--- src/rtl/bg_ctrl_pkg.sv ---
// Shared constants for the background scroll/scene controllers: register map,
// CTRL/LOAD_HI bit positions, state encoding and supported wrap widths.
package bg_ctrl_pkg;

  // Host register addresses
  localparam logic [1:0] AddrCtrl   = 2'd0;
  localparam logic [1:0] AddrSpeed  = 2'd1;
  localparam logic [1:0] AddrLoadLo = 2'd2;
  localparam logic [1:0] AddrLoadHi = 2'd3;

  // CTRL bit positions
  localparam int unsigned CtrlEnBit    = 0;
  localparam int unsigned CtrlDirBit   = 1;
  localparam int unsigned CtrlPauseBit = 2;
  localparam int unsigned CtrlStepBit  = 3;

  // LOAD_HI request bit
  localparam int unsigned LoadReqBit = 7;

  // Geometry defaults
  localparam int unsigned FracWDefault = 4;
  localparam int unsigned HRes640      = 640;
  localparam int unsigned HRes1024     = 1024;

  typedef enum logic [1:0] {
    StOff    = 2'd0,
    StRun    = 2'd1,
    StPaused = 2'd2
  } bg_state_e;

  // Scroll state implied by a committed CTRL value
  function automatic bg_state_e ctrl_state(input logic en, input logic pause);
    if (!en) begin
      return StOff;
    end else if (pause) begin
      return StPaused;
    end else begin
      return StRun;
    end
  endfunction

endpackage

--- src/rtl/bg_frame_tick.sv ---
// Frame edge detector: registers vsync and flags the single cycle in which
// vsync is high but was low in the previous cycle.
module bg_frame_tick (
  input  logic clk_i,
  input  logic rst_i,
  input  logic vsync_i,
  output logic frame_edge_o
);

  logic vsync_d, vsync_q;

  // Next-state is simply the current vsync level
  always_comb begin
    vsync_d = vsync_i;
  end

  // Delayed copy of vsync
  always_ff @(posedge clk_i or posedge rst_i) begin
    if (rst_i) begin
      vsync_q <= 1'b0;
    end else begin
      vsync_q <= vsync_d;
    end
  end

  assign frame_edge_o = vsync_i & ~vsync_q;

endmodule

--- src/rtl/bg_scroll_ctrl.sv ---
// Frame-synchronous scroll and scene controller. Host writes land in shadow
// registers and are committed together at the next vsync rise; a fixed-point
// accumulator then advances the scroll position once per frame.
// Optional half-rate parallax accumulator: define BG_SCROLL_PARALLAX_EN.
module bg_scroll_ctrl
  import bg_ctrl_pkg::*;
#(
  parameter int unsigned H_RES   = HRes1024,
  parameter int unsigned FRAC_W  = FracWDefault,
  parameter int unsigned SPEED_W = 8
) (
  input  logic       clk,
  input  logic       rst,
  input  logic       vsync,
  input  logic       cfg_we,
  input  logic [1:0] cfg_addr,
  input  logic [7:0] cfg_wdata,
  output logic       pending,
  output logic       commit_pulse,
  output logic       frame_pulse,
  output logic       bg_en,
  output logic [9:0] scroll_x,
  output logic [9:0] parallax_x,
  output logic [1:0] state
);

  localparam int unsigned PW = 10 + FRAC_W;
  localparam logic [PW:0] Mod = (PW+1)'(H_RES << FRAC_W);

  logic frame_edge;

  bg_frame_tick u_frame_tick (
    .clk_i        (clk),
    .rst_i        (rst),
    .vsync_i      (vsync),
    .frame_edge_o (frame_edge)
  );

  // Shadow and active register banks
  logic [3:0]         sh_ctrl_d, sh_ctrl_q, act_ctrl_d, act_ctrl_q;
  logic [SPEED_W-1:0] sh_speed_d, sh_speed_q, act_speed_d, act_speed_q;
  logic [9:0]         sh_load_d, sh_load_q, act_load_d, act_load_q;
  logic               sh_load_req_d, sh_load_req_q, act_load_req_d, act_load_req_q;
  logic               pending_d, pending_q;
  logic               commit_d, commit_q;
  logic               tick_d, tick_q;  // high in E+1

  // Frame-domain state
  bg_state_e          state_d, state_q;
  logic [PW-1:0]      pos_d, pos_q;
  logic               frame_d, frame_q;
  logic               bg_en_d, bg_en_q;

  // One modular step of a {int, frac} position; one correction is enough
  // because speed never reaches a full wrap.
  function automatic logic [PW-1:0] step_pos(input logic [PW-1:0] pos,
                                             input logic [PW-1:0] spd,
                                             input logic          dir);
    logic [PW:0] acc;
    if (!dir) begin
      acc = {1'b0, pos} + {1'b0, spd};
      if (acc >= Mod) acc = acc - Mod;
    end else begin
      acc = {1'b0, pos} - {1'b0, spd};
      if (acc[PW]) acc = acc + Mod;
    end
    return acc[PW-1:0];
  endfunction

  // Commit on the frame edge first, then apply any same-cycle host write so it
  // stays in the shadow for the following frame.
  always_comb begin
    sh_ctrl_d      = sh_ctrl_q;
    sh_speed_d     = sh_speed_q;
    sh_load_d      = sh_load_q;
    sh_load_req_d  = sh_load_req_q;
    act_ctrl_d     = act_ctrl_q;
    act_speed_d    = act_speed_q;
    act_load_d     = act_load_q;
    act_load_req_d = act_load_req_q;
    pending_d      = pending_q;
    commit_d       = 1'b0;
    tick_d         = frame_edge;

    if (frame_edge && pending_q) begin
      act_ctrl_d               = sh_ctrl_q;
      act_speed_d              = sh_speed_q;
      act_load_d               = sh_load_q;
      act_load_req_d           = sh_load_req_q;
      pending_d                = 1'b0;
      commit_d                 = 1'b1;
      sh_ctrl_d[CtrlStepBit]   = 1'b0;
      sh_load_req_d            = 1'b0;
    end

    if (cfg_we) begin
      pending_d = 1'b1;
      case (cfg_addr)
        AddrCtrl:   sh_ctrl_d = cfg_wdata[3:0];
        AddrSpeed:  sh_speed_d = cfg_wdata[SPEED_W-1:0];
        AddrLoadLo: sh_load_d[7:0] = cfg_wdata;
        default: begin
          sh_load_d[9:8] = cfg_wdata[1:0];
          sh_load_req_d  = cfg_wdata[LoadReqBit];
        end
      endcase
    end
  end

  logic            do_load, do_step, advance;
  bg_state_e       nxt_state;
  logic [9:0]      load_mod;

  // Per-frame state and position update, evaluated in E+1
  always_comb begin
    nxt_state = ctrl_state(act_ctrl_q[CtrlEnBit], act_ctrl_q[CtrlPauseBit]);
    do_load   = commit_q & act_load_req_q & (nxt_state != StOff);
    do_step   = commit_q & act_ctrl_q[CtrlStepBit];
    advance   = (nxt_state == StRun) || ((nxt_state == StPaused) && do_step);
    if ({1'b0, act_load_q} >= 11'(H_RES)) begin
      load_mod = 10'({1'b0, act_load_q} - 11'(H_RES));
    end else begin
      load_mod = act_load_q;
    end

    state_d = state_q;
    pos_d   = pos_q;
    frame_d = 1'b0;
    bg_en_d = act_ctrl_q[CtrlEnBit];
    if (tick_q) begin
      state_d = nxt_state;
      frame_d = (nxt_state != StOff);
      if (do_load) begin
        pos_d = {load_mod, {FRAC_W{1'b0}}};
      end else if (advance) begin
        pos_d = step_pos(pos_q, PW'(act_speed_q), act_ctrl_q[CtrlDirBit]);
      end
    end
  end

  // All controller state
  always_ff @(posedge clk or posedge rst) begin
    if (rst) begin
      sh_ctrl_q      <= '0;
      sh_speed_q     <= '0;
      sh_load_q      <= '0;
      sh_load_req_q  <= 1'b0;
      act_ctrl_q     <= '0;
      act_speed_q    <= '0;
      act_load_q     <= '0;
      act_load_req_q <= 1'b0;
      pending_q      <= 1'b0;
      commit_q       <= 1'b0;
      tick_q         <= 1'b0;
      state_q        <= StOff;
      pos_q          <= '0;
      frame_q        <= 1'b0;
      bg_en_q        <= 1'b0;
    end else begin
      sh_ctrl_q      <= sh_ctrl_d;
      sh_speed_q     <= sh_speed_d;
      sh_load_q      <= sh_load_d;
      sh_load_req_q  <= sh_load_req_d;
      act_ctrl_q     <= act_ctrl_d;
      act_speed_q    <= act_speed_d;
      act_load_q     <= act_load_d;
      act_load_req_q <= act_load_req_d;
      pending_q      <= pending_d;
      commit_q       <= commit_d;
      tick_q         <= tick_d;
      state_q        <= state_d;
      pos_q          <= pos_d;
      frame_q        <= frame_d;
      bg_en_q        <= bg_en_d;
    end
  end

`ifdef BG_SCROLL_PARALLAX_EN
  logic [PW-1:0] par_pos_d, par_pos_q;

  // Half-speed accumulator sharing the main load/step/wrap rules
  always_comb begin
    par_pos_d = par_pos_q;
    if (tick_q) begin
      if (do_load) begin
        par_pos_d = {1'b0, act_load_q[9:1], {FRAC_W{1'b0}}};
      end else if (advance) begin
        par_pos_d = step_pos(par_pos_q, PW'(act_speed_q >> 1), act_ctrl_q[CtrlDirBit]);
      end
    end
  end

  // Parallax position register
  always_ff @(posedge clk or posedge rst) begin
    if (rst) begin
      par_pos_q <= '0;
    end else begin
      par_pos_q <= par_pos_d;
    end
  end

  assign parallax_x = par_pos_q[PW-1:FRAC_W];
`else
  assign parallax_x = '0;
`endif

  assign pending      = pending_q;
  assign commit_pulse = commit_q;
  assign frame_pulse  = frame_q;
  assign bg_en        = bg_en_q;
  assign scroll_x     = pos_q[PW-1:FRAC_W];
  assign state        = state_q;

endmodule

--- config.mk ---
export PLATFORM = sky130hd
export DESIGN_NAME = bg_scroll_ctrl
export DESIGN_NICKNAME = d
export VERILOG_FILES = /design/src/rtl/bg_ctrl_pkg.sv /design/src/rtl/bg_frame_tick.sv /design/src/rtl/bg_scroll_ctrl.sv
export SDC_FILE = /design/constraint.sdc
export NUM_CORES = 1
export LEC_CHECK = 0
export ABC_AREA = 0
export BUFFER_PORTS_ARGS = -buffer_cell sky130_fd_sc_hd__buf_2
export CAP_MARGIN = 20
export CORE_MARGIN = 2
export CORE_UTILIZATION = 35
export CTS_BUF_LIST = sky130_fd_sc_hd__clkbuf_8 sky130_fd_sc_hd__clkbuf_16
export DETAILED_ROUTE_END_ITERATION = 6
export PLACE_DENSITY_LB_ADDON = 0.15
export SYNTH_ARGS = -nofsm -noshare
export SYNTH_HDL_FRONTEND = slang
export SYNTH_SLANG_ARGS = --single-unit
--- constraint.sdc ---
create_clock -name clk -period 4.88 [get_ports clk]
set_input_delay 0.976 -clock clk [delete_from_list [all_inputs] [get_ports clk]]
set_output_delay 0.976 -clock clk [all_outputs]
set_load 0.02 [all_outputs]
==> impl_metrics.toml <==
[final_layout]
multi_input_area_um2 = 1660
num-fill-cells = 998
area_growth_pct = 11.8
final_util_pct = 40.5
antennaDiodeCount = 0
ff_latch_area_um2 = 1700
nNetsFinal = 380
drive_above_1_share_pct = 26.2

[timing]
fin_worst_skew_ns = 0.0131
fin_crit_sh_pct = 59.5
drv_slew = 0
setup_viol = 0
slew_headroom_pct = 33.3
hold_viol = 0
clock.fmax_mhz = 344
period_needed_ns = 2.91
rsz0062_at_grt = "false"
finalSetupTns_ns = 0
worstMarginPinSlew_ns = 0.998
fin_hold_ws_ns = 0.440

[clock_network]
cts_setup_buffers = 0
clk_pin_slew_ns = 0.09
cts_buffers = 9
ctsLongestPathBuffers = 2
clkLatencyLatePin_ns = 0.35
hold_buffers = 0
tritoncts = "built"
clkSinkCount = 68
cts_root_buf = "clkbuf_8"
cts.repair.resized = 0
htree_levels = 3

[floorplanning]
chipHeight_um = 105
die-area_um2 = 11000
io_pins = 40
rows = 36
initial_utilization_pct = 36.3
die_w_um = 105
coreArea_um2 = 9820

[run_status]
status = "finished, final reports clean"

[placement]
io_buffers = 29
gp_congestion = 0.841
hpwl_um = 5250

[routing]
postRouteAntennaNets = 0
drt_iter0_markers = 96
vias = 2386
dr.pass1.iters = 4
wl_per_cell_um = 15.2
vias_per_cell = 4.89
routed_wl_um = 7440
drc_errors = 0

[synthesis]
synth-seq-cells = 68
synth_area_per_cell_um2 = 10.9
yosys_warnings = 0
synth_common_cells = "dfrtp_1, mux2_2, nand2_1, buf_4, o21ai_0"
yosysTopAreaCellShare_pct = 47.8
async_reset_ff_share_pct = 100
ys_types = 47
ys_seq_area_share_pct = 47.8
synth.most_common_cell = "dfrtp_1"
synth_edf_count = 0
synth_flop_cell = "dfrtp_1"
netlist_instances = 327
syn_area_um2 = 3560
yosysTopAreaCell = "dfrtp_1"
synth_area_leaders = "dfrtp_1, mux2_2, ha_1"

[grt]
grt.total_usage_pct = 14.6
antenna_found_initial = 0
grt_max_degree = 44
grt_pass1_wl_um = 12500
grt_pass1_vias = 2377
overflow = 0

[job]
maxCapViolations = 0

[worst_setup_path]
worstSetupStartpointType = "register"
cp-end-kind = "register"
critPathKind = "reg -> reg"
critical_path.max_fanout = 4
worstPathRequired_ns = 5.11
critPathArrivalTime_ns = 3.14

[power]
power_density_nw_per_um2 = 618
ir_drop_mv = 0.244
power_uw = 2460
p_leak_uw = 0.00187

[min_path]
holdCritPathClass = "reg -> reg"
## logic make-up (layout without fill, tap and decap cells)
kind of cell | count (synthesis) | in the layout | synth area share, %
other cells | 1 | 10 | 0.105
compound gates | 63 | 63 | 11.7
buf+inv | 41 | 60 | 6.46
mux | 43 | 43 | 13.5
xor+xnor | 12 | 12 | 2.95
fa+ha+maj | 15 | 15 | 5.48
flops | 68 | 68 | 47.8
simple gates | 84 | 84 | 12.0
## sequential cells by signal, indices dropped and copies added, names as in the netlist
signal / flops
act_load_req_q: 1
state: 2
u_frame_tick.vsync_q: 1
sh_load_req_q: 1
pending: 1
sh_speed_q: 8
sh_load_q: 10
act_ctrl_q: 4
frame_pulse: 1
act_load_q: 10
act_speed_q: 8
tick_q: 1
sh_ctrl_q: 4
commit_pulse: 1
pos_q: 14
bg_en: 1
## worst max-delay path, stage by stage, from the launching register on
cell      delay [ns]
dfrtp_1         0.43
inv_1           0.09
ha_1            0.29
mux2_2          0.30
fa_1            0.42
nor2b_1         0.16
o21ai_0         0.12
a21oi_1         0.25
a211oi_2        0.10
o21ai_1         0.30
mux2i_1         0.25
nand3_1         0.09
## path summary, 6_finish.rpt
check	start	end	slack [ns]	cells after the start
max reg2reg	act_speed_q[0]	pos_q[10]	1.97	11
min	u_frame_tick.vsync_q	tick_q	0.44	1
max	act_speed_q[0]	pos_q[10]	1.97	11
min reg2reg	u_frame_tick.vsync_q	tick_q	0.44	1
max in group asynchronous	rst	sh_load_q[8]	3.15	3
min in group asynchronous	rst	pos_q[8]	0.83	2
## cell usage in the layout, fill, tap and decap left out, drive strengths merged, types with 4 or more instances in the layout
cell type   n
a21o        7
a21oi      14
and3        9
buf        31
clkbuf      9
conb       10
dfrtp      68
ha         14
inv        14
mux2       40
nand2      30
nand3      11
nor2       12
nor2b       4
nor3        7
o21ai      21
xnor2       6
xor2        6
## stage by stage
step	setup WS, ns	std cells	instance area [um^2]
after floorplan	2.19	336	3590
after global placement	2.08	473	3740
after detailed placement	1.99	473	3740
after CTS	1.98	488	3980
after global routing	1.73	488	3980
final	1.97	488	3980
## metal layers
metal | part of all wire (%) | vias to the layer above | GRT usage [%] | wire length, um
met5 | 0 | - | 0 | 0
met4 | 1.8 | 0 | 6.19 | 136
met3 | 2.9 | 12 | 2.62 | 212
met2 | 42 | 42 | 21.5 | 3140
met1 | 53 | 1156 | 21.0 | 3940
li1 | - | 1176 | - | -
## power breakdown
part           total, uW  internal [uW]  leakage (uW)  switching (uW)
clock network        567            338      0.000112             230
registers            841            716      0.000828             125
logic               1050            473      0.000935             580
total               2460           1530       0.00187             934
## area by class of cell
class	instances	share of cell area, %
clock buffer	9	3.11
clock inverter	6	2.86
tap	133	4.18
inverter	14	1.32
sequential	68	42.7
multi-input combinational	227	41.8
timing repair buffer	31	4.02
No activity file was read; power rests on OpenSTA's default activity.
